## config.mk

```make
export PLATFORM = sky130hd
export DESIGN_NAME = pmci_host_avmm_adapter
export DESIGN_NICKNAME = d
export VERILOG_FILES = /design/src/rtl/pmci_host_adapter_pkg.sv /design/src/rtl/pmci_host_adapter_wdog.sv /design/src/rtl/pmci_host_avmm_adapter.sv
export SDC_FILE = /design/constraint.sdc
export NUM_CORES = 1
export LEC_CHECK = 0
export CAP_MARGIN = 40
export CORE_MARGIN = 2
export CORE_UTILIZATION = 40
export DETAILED_ROUTE_END_ITERATION = 10
export HOLD_SLACK_MARGIN = 0.12
export PLACE_DENSITY = 0.75
export REMOVE_ABC_BUFFERS = 1
export SETUP_SLACK_MARGIN = 0.4
export SLEW_MARGIN = 5
export SYNTH_ARGS = -nofsm -noshare
export SYNTH_HDL_FRONTEND = slang
export SYNTH_SLANG_ARGS = --single-unit
export TNS_END_PERCENT = 100
```

## constraint.sdc

```tcl
create_clock -name clk -period 2 [get_ports clk]
set_clock_uncertainty 0.2 [all_clocks]
set_input_delay 0.4 -clock clk [delete_from_list [all_inputs] [get_ports clk]]
set_output_delay 0.4 -clock clk [all_outputs]
set_load 0.02 [all_outputs]
```

## src/rtl/pmci_host_adapter_pkg.sv

```systemverilog
// Shared types and constants for the PMCI host-side 64-bit to CSR-side 32-bit AVMM adapter.
package pmci_host_adapter_pkg;

  localparam int DEF_ADDR_W      = 12;
  localparam int DEF_TIMEOUT_CYC = 256;

  localparam logic [1:0] RESP_OKAY   = 2'b00;
  localparam logic [1:0] RESP_SLVERR = 2'b10;

  // LO/HI are each split into a command phase and a read-data wait phase.
  typedef enum logic [2:0] {
    ST_IDLE,
    ST_LO_CMD,
    ST_LO_DAT,
    ST_HI_CMD,
    ST_HI_DAT,
    ST_RESP
  } state_t;

endpackage

```

## src/rtl/pmci_host_adapter_wdog.sv

```systemverilog
// Wait-cycle watchdog for one downstream half; used only when PMCI_HOST_ADAPTER_TIMEOUT_EN is defined.
module pmci_host_adapter_wdog
  import pmci_host_adapter_pkg::*;
#(
  parameter int LIMIT = DEF_TIMEOUT_CYC
) (
  input  logic clk,
  input  logic rst_n,
  input  logic i_clear,
  input  logic i_count,
  output logic o_expired
);

  localparam int CW = $clog2(LIMIT + 1);

  logic [CW-1:0] r_cnt;

  always_ff @(posedge clk or negedge rst_n) begin
    if (!rst_n) begin
      r_cnt <= '0;
    end else if (i_clear) begin
      r_cnt <= '0;
    end else if (i_count) begin
      r_cnt <= r_cnt + 1'b1;
    end
  end

  // Fires during the LIMIT-th waiting cycle so the FSM leaves on that edge.
  assign o_expired = i_count && (r_cnt == CW'(LIMIT - 1));

endmodule

```

## src/rtl/pmci_host_avmm_adapter.sv

```systemverilog
// Splits 64-bit host AVMM accesses into up to two 32-bit CSR accesses (LO then HI).
// Optional downstream timeout: define PMCI_HOST_ADAPTER_TIMEOUT_EN.
module pmci_host_avmm_adapter
  import pmci_host_adapter_pkg::*;
#(
  parameter int ADDR_W      = DEF_ADDR_W,
  parameter int TIMEOUT_CYC = DEF_TIMEOUT_CYC
) (
  input  logic              clk,
  input  logic              rst_n,
  input  logic [ADDR_W-1:0] s_address,
  input  logic              s_write,
  input  logic              s_read,
  input  logic [63:0]       s_writedata,
  input  logic [7:0]        s_byteenable,
  output logic              s_waitrequest,
  output logic [63:0]       s_readdata,
  output logic              s_readdatavalid,
  output logic [1:0]        s_response,
  output logic [ADDR_W-1:0] m_address,
  output logic              m_write,
  output logic              m_read,
  output logic [31:0]       m_writedata,
  output logic [3:0]        m_byteenable,
  input  logic              m_waitrequest,
  input  logic [31:0]       m_readdata,
  input  logic              m_readdatavalid,
  output logic              proto_err
);

  state_t            r_state, w_next;
  logic              r_ready, r_is_write, r_proto_err;
  logic [ADDR_W-4:0] r_waddr;
  logic [63:0]       r_wdata, r_rdata;
  logic [7:0]        r_be;
  logic              w_accept, w_cmd, w_hi, w_timeout;
  logic              w_unused;

  assign w_accept = (r_state == ST_IDLE) && r_ready && (s_read || s_write);
  assign w_cmd    = (r_state == ST_LO_CMD) || (r_state == ST_HI_CMD);
  assign w_hi     = (r_state == ST_HI_CMD);
  assign w_unused = ^{s_address[2:0], TIMEOUT_CYC[0]};

  always_comb begin
    // NOTE: default assigned first so every path drives w_next and no latch is inferred.
    w_next = r_state;
    unique case (r_state)
      ST_IDLE: begin
        if (w_accept) begin
          if (|s_byteenable[3:0])      w_next = ST_LO_CMD;
          else if (|s_byteenable[7:4]) w_next = ST_HI_CMD;
          else                         w_next = ST_RESP;
        end
      end
      ST_LO_CMD: begin
        if (w_timeout)           w_next = ST_RESP;
        else if (!m_waitrequest) w_next = !r_is_write ? ST_LO_DAT
                                        : (|r_be[7:4] ? ST_HI_CMD : ST_RESP);
      end
      ST_LO_DAT: begin
        if (w_timeout)            w_next = ST_RESP;
        else if (m_readdatavalid) w_next = |r_be[7:4] ? ST_HI_CMD : ST_RESP;
      end
      ST_HI_CMD: begin
        if (w_timeout)           w_next = ST_RESP;
        else if (!m_waitrequest) w_next = r_is_write ? ST_RESP : ST_HI_DAT;
      end
      ST_HI_DAT: begin
        if (w_timeout || m_readdatavalid) w_next = ST_RESP;
      end
      ST_RESP: w_next = ST_IDLE;
      default: w_next = ST_IDLE;
    endcase
  end

  // NOTE: sequential state uses non-blocking assignments so all registers update together.
  always_ff @(posedge clk or negedge rst_n) begin
    if (!rst_n) begin
      r_state     <= ST_IDLE;
      r_ready     <= 1'b0;
      r_is_write  <= 1'b0;
      r_proto_err <= 1'b0;
      r_waddr     <= '0;
      r_wdata     <= '0;
      r_rdata     <= '0;
      r_be        <= '0;
    end else begin
      r_ready     <= 1'b1;
      r_state     <= w_next;
      r_proto_err <= w_accept && s_read && s_write;
      if (w_accept) begin
        r_waddr    <= s_address[ADDR_W-1:3];
        r_wdata    <= s_writedata;
        r_be       <= s_byteenable;
        r_is_write <= s_write;
        r_rdata    <= '0;
      end else if (w_timeout && !r_is_write) begin
        r_rdata <= '0;
      end else if (m_readdatavalid && (r_state == ST_LO_DAT)) begin
        r_rdata[31:0] <= m_readdata;
      end else if (m_readdatavalid && (r_state == ST_HI_DAT)) begin
        r_rdata[63:32] <= m_readdata;
      end
    end
  end

`ifdef PMCI_HOST_ADAPTER_TIMEOUT_EN
  logic       w_waiting, w_wd_clear;
  logic [1:0] r_resp;

  assign w_waiting  = (w_cmd && m_waitrequest) ||
                      (((r_state == ST_LO_DAT) || (r_state == ST_HI_DAT)) && !m_readdatavalid);
  // Restart the count at every half boundary as well as between transactions.
  assign w_wd_clear = (r_state == ST_IDLE) || (r_state == ST_RESP) ||
                      ((w_next == ST_HI_CMD) && (r_state != ST_HI_CMD));

  pmci_host_adapter_wdog #(.LIMIT(TIMEOUT_CYC)) u_wdog (
    .clk      (clk),
    .rst_n    (rst_n),
    .i_clear  (w_wd_clear),
    .i_count  (w_waiting),
    .o_expired(w_timeout)
  );

  always_ff @(posedge clk or negedge rst_n) begin
    if (!rst_n)                         r_resp <= RESP_OKAY;
    else if (w_accept)                  r_resp <= RESP_OKAY;
    else if (w_timeout && !r_is_write)  r_resp <= RESP_SLVERR;
  end

  assign s_response = r_resp;
`else
  assign w_timeout  = 1'b0;
  assign s_response = RESP_OKAY;
`endif

  assign s_waitrequest   = !((r_state == ST_IDLE) && r_ready);
  assign s_readdata      = r_rdata;
  assign s_readdatavalid = (r_state == ST_RESP) && !r_is_write;
  assign proto_err       = r_proto_err;

  assign m_read       = w_cmd && !r_is_write;
  assign m_write      = w_cmd && r_is_write;
  assign m_address    = w_cmd ? {r_waddr, w_hi, 2'b00} : '0;
  assign m_byteenable = w_cmd ? (w_hi ? r_be[7:4] : r_be[3:0]) : '0;
  assign m_writedata  = m_write ? (w_hi ? r_wdata[63:32] : r_wdata[31:0]) : '0;

endmodule
```

==> results of run 1 <==
## registers in the layout, indices dropped and copies added (netlist names)
signal / count
r_wdata: 64
s_readdata: 64
r_waddr: 9
r_be: 8
r_state: 3
proto_err: 1
r_is_write: 1
r_ready: 1
## path summary, 6_finish.rpt
check | start | endpoint | slack, ns
max reg2reg | r_state[1] | r_wdata[40] | -0.28
min | r_waddr[7] | r_waddr[7] | 0.28
max in group asynchronous | rst_n | r_wdata[12] | 0.75
min reg2reg | r_waddr[7] | r_waddr[7] | 0.28
min in group asynchronous | rst_n | s_readdata[1] | 0.29
max | r_state[1] | m_writedata[13] | -0.30
## metal layers
metal	global-route usage	part of all wire	routed length, um	vias up
met4	0.0969	0.034	852	0
met3	0.0544	0.057	1430	60
met5	0	0	0	-
met1	0.322	0.40	10200	3369
met2	0.415	0.51	12700	287
li1	-	-	-	3085
## cells by family (layout without fill, tap and decap cells)
logic type | after synthesis | after routing | share of synthesized area
AOI/OAI and AO/OA | 82 | 84 | 0.0660
buffers and inverters | 60 | 381 | 0.0544
DFF | 151 | 151 | 0.565
muxes | 36 | 36 | 0.0539
other | 2 | 5 | 0.00112
and+or+nand+nor | 443 | 443 | 0.260
## power by group through the flow
stage | registers, W | logic [W] | clock network (W)
finish | 0.00562 | 0.0109 | 0.00348
global route | 0.00577 | 0.0115 | 0.00367
CTS | 0.00529 | 0.00859 | 0.00351
detailed placement | 0.00525 | 0.00776 | 0
global placement | 0.00518 | 0.00767 | 0
floorplan | 0.00605 | 0.00313 | 0
## per-stage QoR
step | instance area [um^2] | std cells | worst slack, ns | setup TNS, ns | hold slack [ns]
2_1_floorplan | 6360 | 723 | -2.73 | -397.98 | -0.0956
3_3_place_gp | 9440 | 1211 | -0.206 | -6.14 | 0.164
3_5_place_dp | 9440 | 1211 | -0.246 | -7.44 | 0.167
4_1_cts | 10700 | 1284 | -0.222 | -18.28 | 0.277
5_1_grt | 12200 | 1320 | -0.363 | -42.34 | 0.301
6_report | 12200 | 1320 | -0.297 | -30.99 | 0.284
## cells in the mapped netlist, types with 2 or more instances
cell type,instances
nand2_1,377
dfrtp_1,151
a21oi_1,68
nor2_1,42
mux2i_1,36
buf_2,21
clkbuf_1,11
and2_1,10
buf_4,10
buf_6,10
inv_1,6
nor2b_1,4
and3_1,3
nor4_1,3
o21ai_0,3
a21o_1,2
buf_1,2
conb_1,2
nand2b_1,2
o22a_1,2
## cell type report
type                    count  area (um^2)  share of cell area
well taps                 220          275              0.0225
repair buffers            344         3910               0.321
flip-flops and latches    151         3780               0.310
inverters                   6         25.0             0.00205
clock buffers              18          429              0.0352
clock inverters            13          205              0.0168
multi-input cells         568         3580               0.293
## timing repair
action,in CTS,in global routing
gates resized for setup,588,326
gates cloned,22,14
endpoints found under the hold margin,151,0
buffers inserted,19,22
setup endpoints to repair,264,227
pin swaps,9,165
hold buffers,1,0
## critical path: stages (launching register included)
cell	delay, ns
dfrtp_2	0.43
buf_6	0.14
buf_12	0.14
buf_12	0.12
mux2i_1	0.10
nor2_1	0.16
buf_4	0.18
==> metrics, run 1 <==
PD cells 1640 nW/um^2; routed via count 6801; fin. max-slew vios 0; Clock transition at path regs 0.06 ns; endpoints failing hold 0; CP required 1.40 ns; Yosys warning total 0; Area contributors post-synth dfrtp_1 56%, nand2_1 21%, mux2i_1 5.4%; CTS buffer count 17; post-route setup slack -0.297 ns; Worst R2R Path Depth 11; hold path cells 2; startpoint type of the worst setup path flop; Slew headroom 0.599; clk buf depth 2; NumNets Final 1210; proportion of layout cells with a drive suffix above 1 0.438; violated checks negative setup slack; Crit Path Class flop to output pin; initial drt markers 521; crit path DAT 1.70 ns; routed vias/inst 5.15; first-pass GRT wire length 34500 um; Worst-Skew Late Latency 0.42 ns; Fillers 1117; Final Total Pwr 0.0200 W; Synth Instances 774; cell row count 47; Max Clk Rate 435 MHz; clk root buf clkbuf_16; Max Fanout on Critical Path 8; RSZ-0062 raised after global routing true; CTS tree yes; Avg Cell Area, Syn 8.65 um^2; Congestion Overflow GR 0; die area 17800 um^2; post-DP HPWL 12600 um; Starting Density 0.406; post-route ant nets 0; vias in the first global route 6306; I/O pins 241; Flop pwr share 0.281; die height 133 um; largest net degree at the start of global routing 41; internal power 0.0121 W; main flop type after synthesis dfrtp_1; Area Overhead vs Synth 82.4%; Clk pwr share 0.174; most common cell after layout, fill and taps aside nand2_1; Yosys reg bits 151; hold crit path type flop to flop; switching share of power 0.397; nature of the critical path endpoint output pin; RD Place Congestion 0.882; CTS H-Tree Depth 4; drt total wl 25200 um; max cap viols 0; Antenna Cells 0; final core utilization 0.741; number of detailed-routing iterations run before antenna repair 5; GRT Util Overall 0.250; DR WL/cell 19.1 um; library cells used by synthesis 29; Worst-Margin Slew 0.596 ns; minimum clock period 2.30 ns; DRC Markers 0; most frequent cells in the layout 248 x nand2_1, 150 x dfrtp_1, 117 x clkdlybuf4s50_1, 94 x nand2_2, 60 x buf_4; final setup fails 199; post-synth top area cell dfrtp_1; sequential area share after synthesis 0.565; CORE AREA 16500 um^2; share of synthesized registers carrying an async set or reset 1.00; initial antenna violation count 0; combinational power share 0.544; status finished, violations left; clk sinks 151; number of flops mapped to enable cells by yosys 0; Yosys top cell area share 0.565; synthesized cell area 6690 um^2; IO buf count 233; Final Cycle Share 1.15; P_sw 0.00793 W; worst vdd ir 0.000786 V; leakage dissipation 5.73 nW; Die X 133 um
(Power assumes the default switching activity.)
==> run 2, diff against run 1 <==
CORE_ASPECT_RATIO = 0.75   (was unset)
PLACE_DENSITY = 0.73   (was 0.75)
==> run 2 against run 1 <==
The flow still finishes with violations (negative setup slack). Via count fell by 6.6%. Cell count fell by 2.9%. Hold slack got worse by 0.026 ns. Fmax rose by 2.5%. First-iteration DRC count fell by 23%. Combinational power fell by 16%. Worst setup slack improved by 0.056 ns. Design area fell by 11%. Non-clock buffer count fell by 29. Global-route usage fell by 1.2 points. Critical endpoint is now m_writedata[1]. Largest cell class is now flip-flops and latches. Highest routed layer unchanged.
==> metrics, run 2 (same netlist as run 1, synthesis figures left out) <==
status finished, violations left; violated checks negative setup slack; clk buf depth 2; CTS H-Tree Depth 4; initial drt markers 400; Final Total Pwr 0.0181 W; IO buf count 233; Congestion Overflow GR 0; hold crit path type input port to async pin; Final Cycle Share 1.12; clk sinks 151; reg2reg start r_state[1]; RD Place Congestion 0.794; vias in the first global route 6123; switching share of power 0.390; Clk pwr share 0.196; Worst-Skew Late Latency 0.42 ns; post-route ant nets 0; RSZ-0062 raised after global routing true; sum of negative setup slack -10.85 ns; largest net degree at the start of global routing 44; leakage dissipation 5.26 nW; number of detailed-routing iterations run before antenna repair 8; DRC Markers 0; Worst R2R Path Depth 9; drt total wl 22900 um; multi-input logic area 2780 um^2; NumNets Final 1181; endpoints failing hold 0; most frequent cells in the layout 375 x nand2_1, 149 x dfrtp_1, 144 x clkdlybuf4s50_1, 68 x a21oi_1, 57 x buf_4; nature of the critical path endpoint output pin; startpoint type of the worst setup path flop; clk root buf clkbuf_16; Die X 153 um; GRT Util Overall 0.238; proportion of layout cells with a drive suffix above 1 0.231; max cap viols 0; most common cell after layout, fill and taps aside nand2_1; CP required 1.40 ns; reg2reg end r_wdata[49]; Starting Density 0.413; Antenna Cells 0; post-DP HPWL 12700 um; minimum clock period 2.24 ns; P_sw 0.00705 W; initial antenna violation count 0; Fillers 1281; DR WL/cell 17.8 um; worst reg2reg setup slack -0.11 ns; fin. max-slew vios 0; CTS tree yes; sequential cell area 3780 um^2; final hold slack 0.258 ns; Max Clk Rate 446 MHz; CTS buffer count 17; Flop pwr share 0.295; Max Fanout on Critical Path 8; die height 116 um; die area 17800 um^2; final setup fails 102; first-pass GRT wire length 33000 um; critical path, cell by cell buf_12, buf_16, mux2i_1, nor2_2, buf_4; worst vdd ir 0.000835 V; Clock transition at path regs 0.06 ns; cell row count 40; internal power 0.0110 W; Crit Path Class flop to output pin; Worst path max stage delay 0.43 ns; Area Overhead vs Synth 62.5%; routed vias/inst 4.95; CORE AREA 16200 um^2; PD cells 1660 nW/um^2; Setup WS pre-CTS -0.157 ns; Worst-Margin Slew 0.550 ns; I/O pins 241; combinational power share 0.510; Slew headroom 0.624; routed via count 6351; post-route setup slack -0.241 ns; crit path DAT 1.64 ns; CP max-delay cell dfrtp_2
-- run 2: repair_timing --
action                     in CTS  in global routing
pin swaps                       6                  4
setup buffers                  12                 10
cloned                         14                 10
gates resized for setup       433                 70
hold endpoints to repair      151                  0
hold buffers                    1                  0
setup endpoints to repair     265                256
-- run 2: how the worst max path moves through the flow --
stage,startpoint,endpoint,slack (ns),cells past startpoint
detailed placement,r_state[2],m_writedata[7],-0.16,5
CTS,r_state[1],m_writedata[9],-0.23,5
global route,r_state[0],m_writedata[1],-0.31,6
global placement,r_state[1],m_writedata[30],-0.13,4
finish,r_state[1],m_writedata[1],-0.24,5
floorplan,r_state[1],r_state[0],-2.73,4
-- run 2: layout make-up --
class,instances,area share
Tap cell,210,0.0242
Clock inverter,12,0.0173
Sequential cell,151,0.348
Clock buffer,20,0.0429
Timing Repair Buffer,315,0.311
Inverter,6,0.00207
Multi-Input combinational cell,568,0.255
-- run 2: metrics by stage --
step / area, um^2 / utilization / instances
floorplan: 6360 / - / 723
global placement: 9410 / 0.580 / 1203
detailed placement: 9410 / 0.580 / 1203
CTS: 10400 / 0.642 / 1262
global route: 10900 / 0.670 / 1282
finish: 10900 / 0.670 / 1282
-- run 2: metal layers --
| layer | up-vias | track usage | wire length [um] | part of all wire |
|---|---|---|---|---|
| li1 | 3012 | - | - | - |
| met1 | 3072 | 0.333 | 10500 | 0.46 |
| met2 | 257 | 0.368 | 10600 | 0.46 |
| met3 | 10 | 0.0778 | 1710 | 0.075 |
| met4 | 0 | 0.0477 | 100 | 0.0044 |
| met5 | - | 0 | 0 | 0 |
-- run 2: power by group through the flow --
stage | clock network (W) | registers (W) | logic [W]
after detailed placement | 0 | 0.00523 | 0.00778
after global routing | 0.00375 | 0.00547 | 0.00983
after global placement | 0 | 0.00518 | 0.00769
after CTS | 0.00358 | 0.00524 | 0.00828
final | 0.00354 | 0.00532 | 0.00921
after floorplan | 0 | 0.00605 | 0.00313
-- run 2: worst max-delay path: cells and delay by family (launching register included) --
family / cells / cell delay, ns
buffers and inverters: 3 / 0.45
multiplexers: 1 / 0.29
AND/OR/NAND/NOR: 1 / 0.06
flip-flops: 1 / 0.43
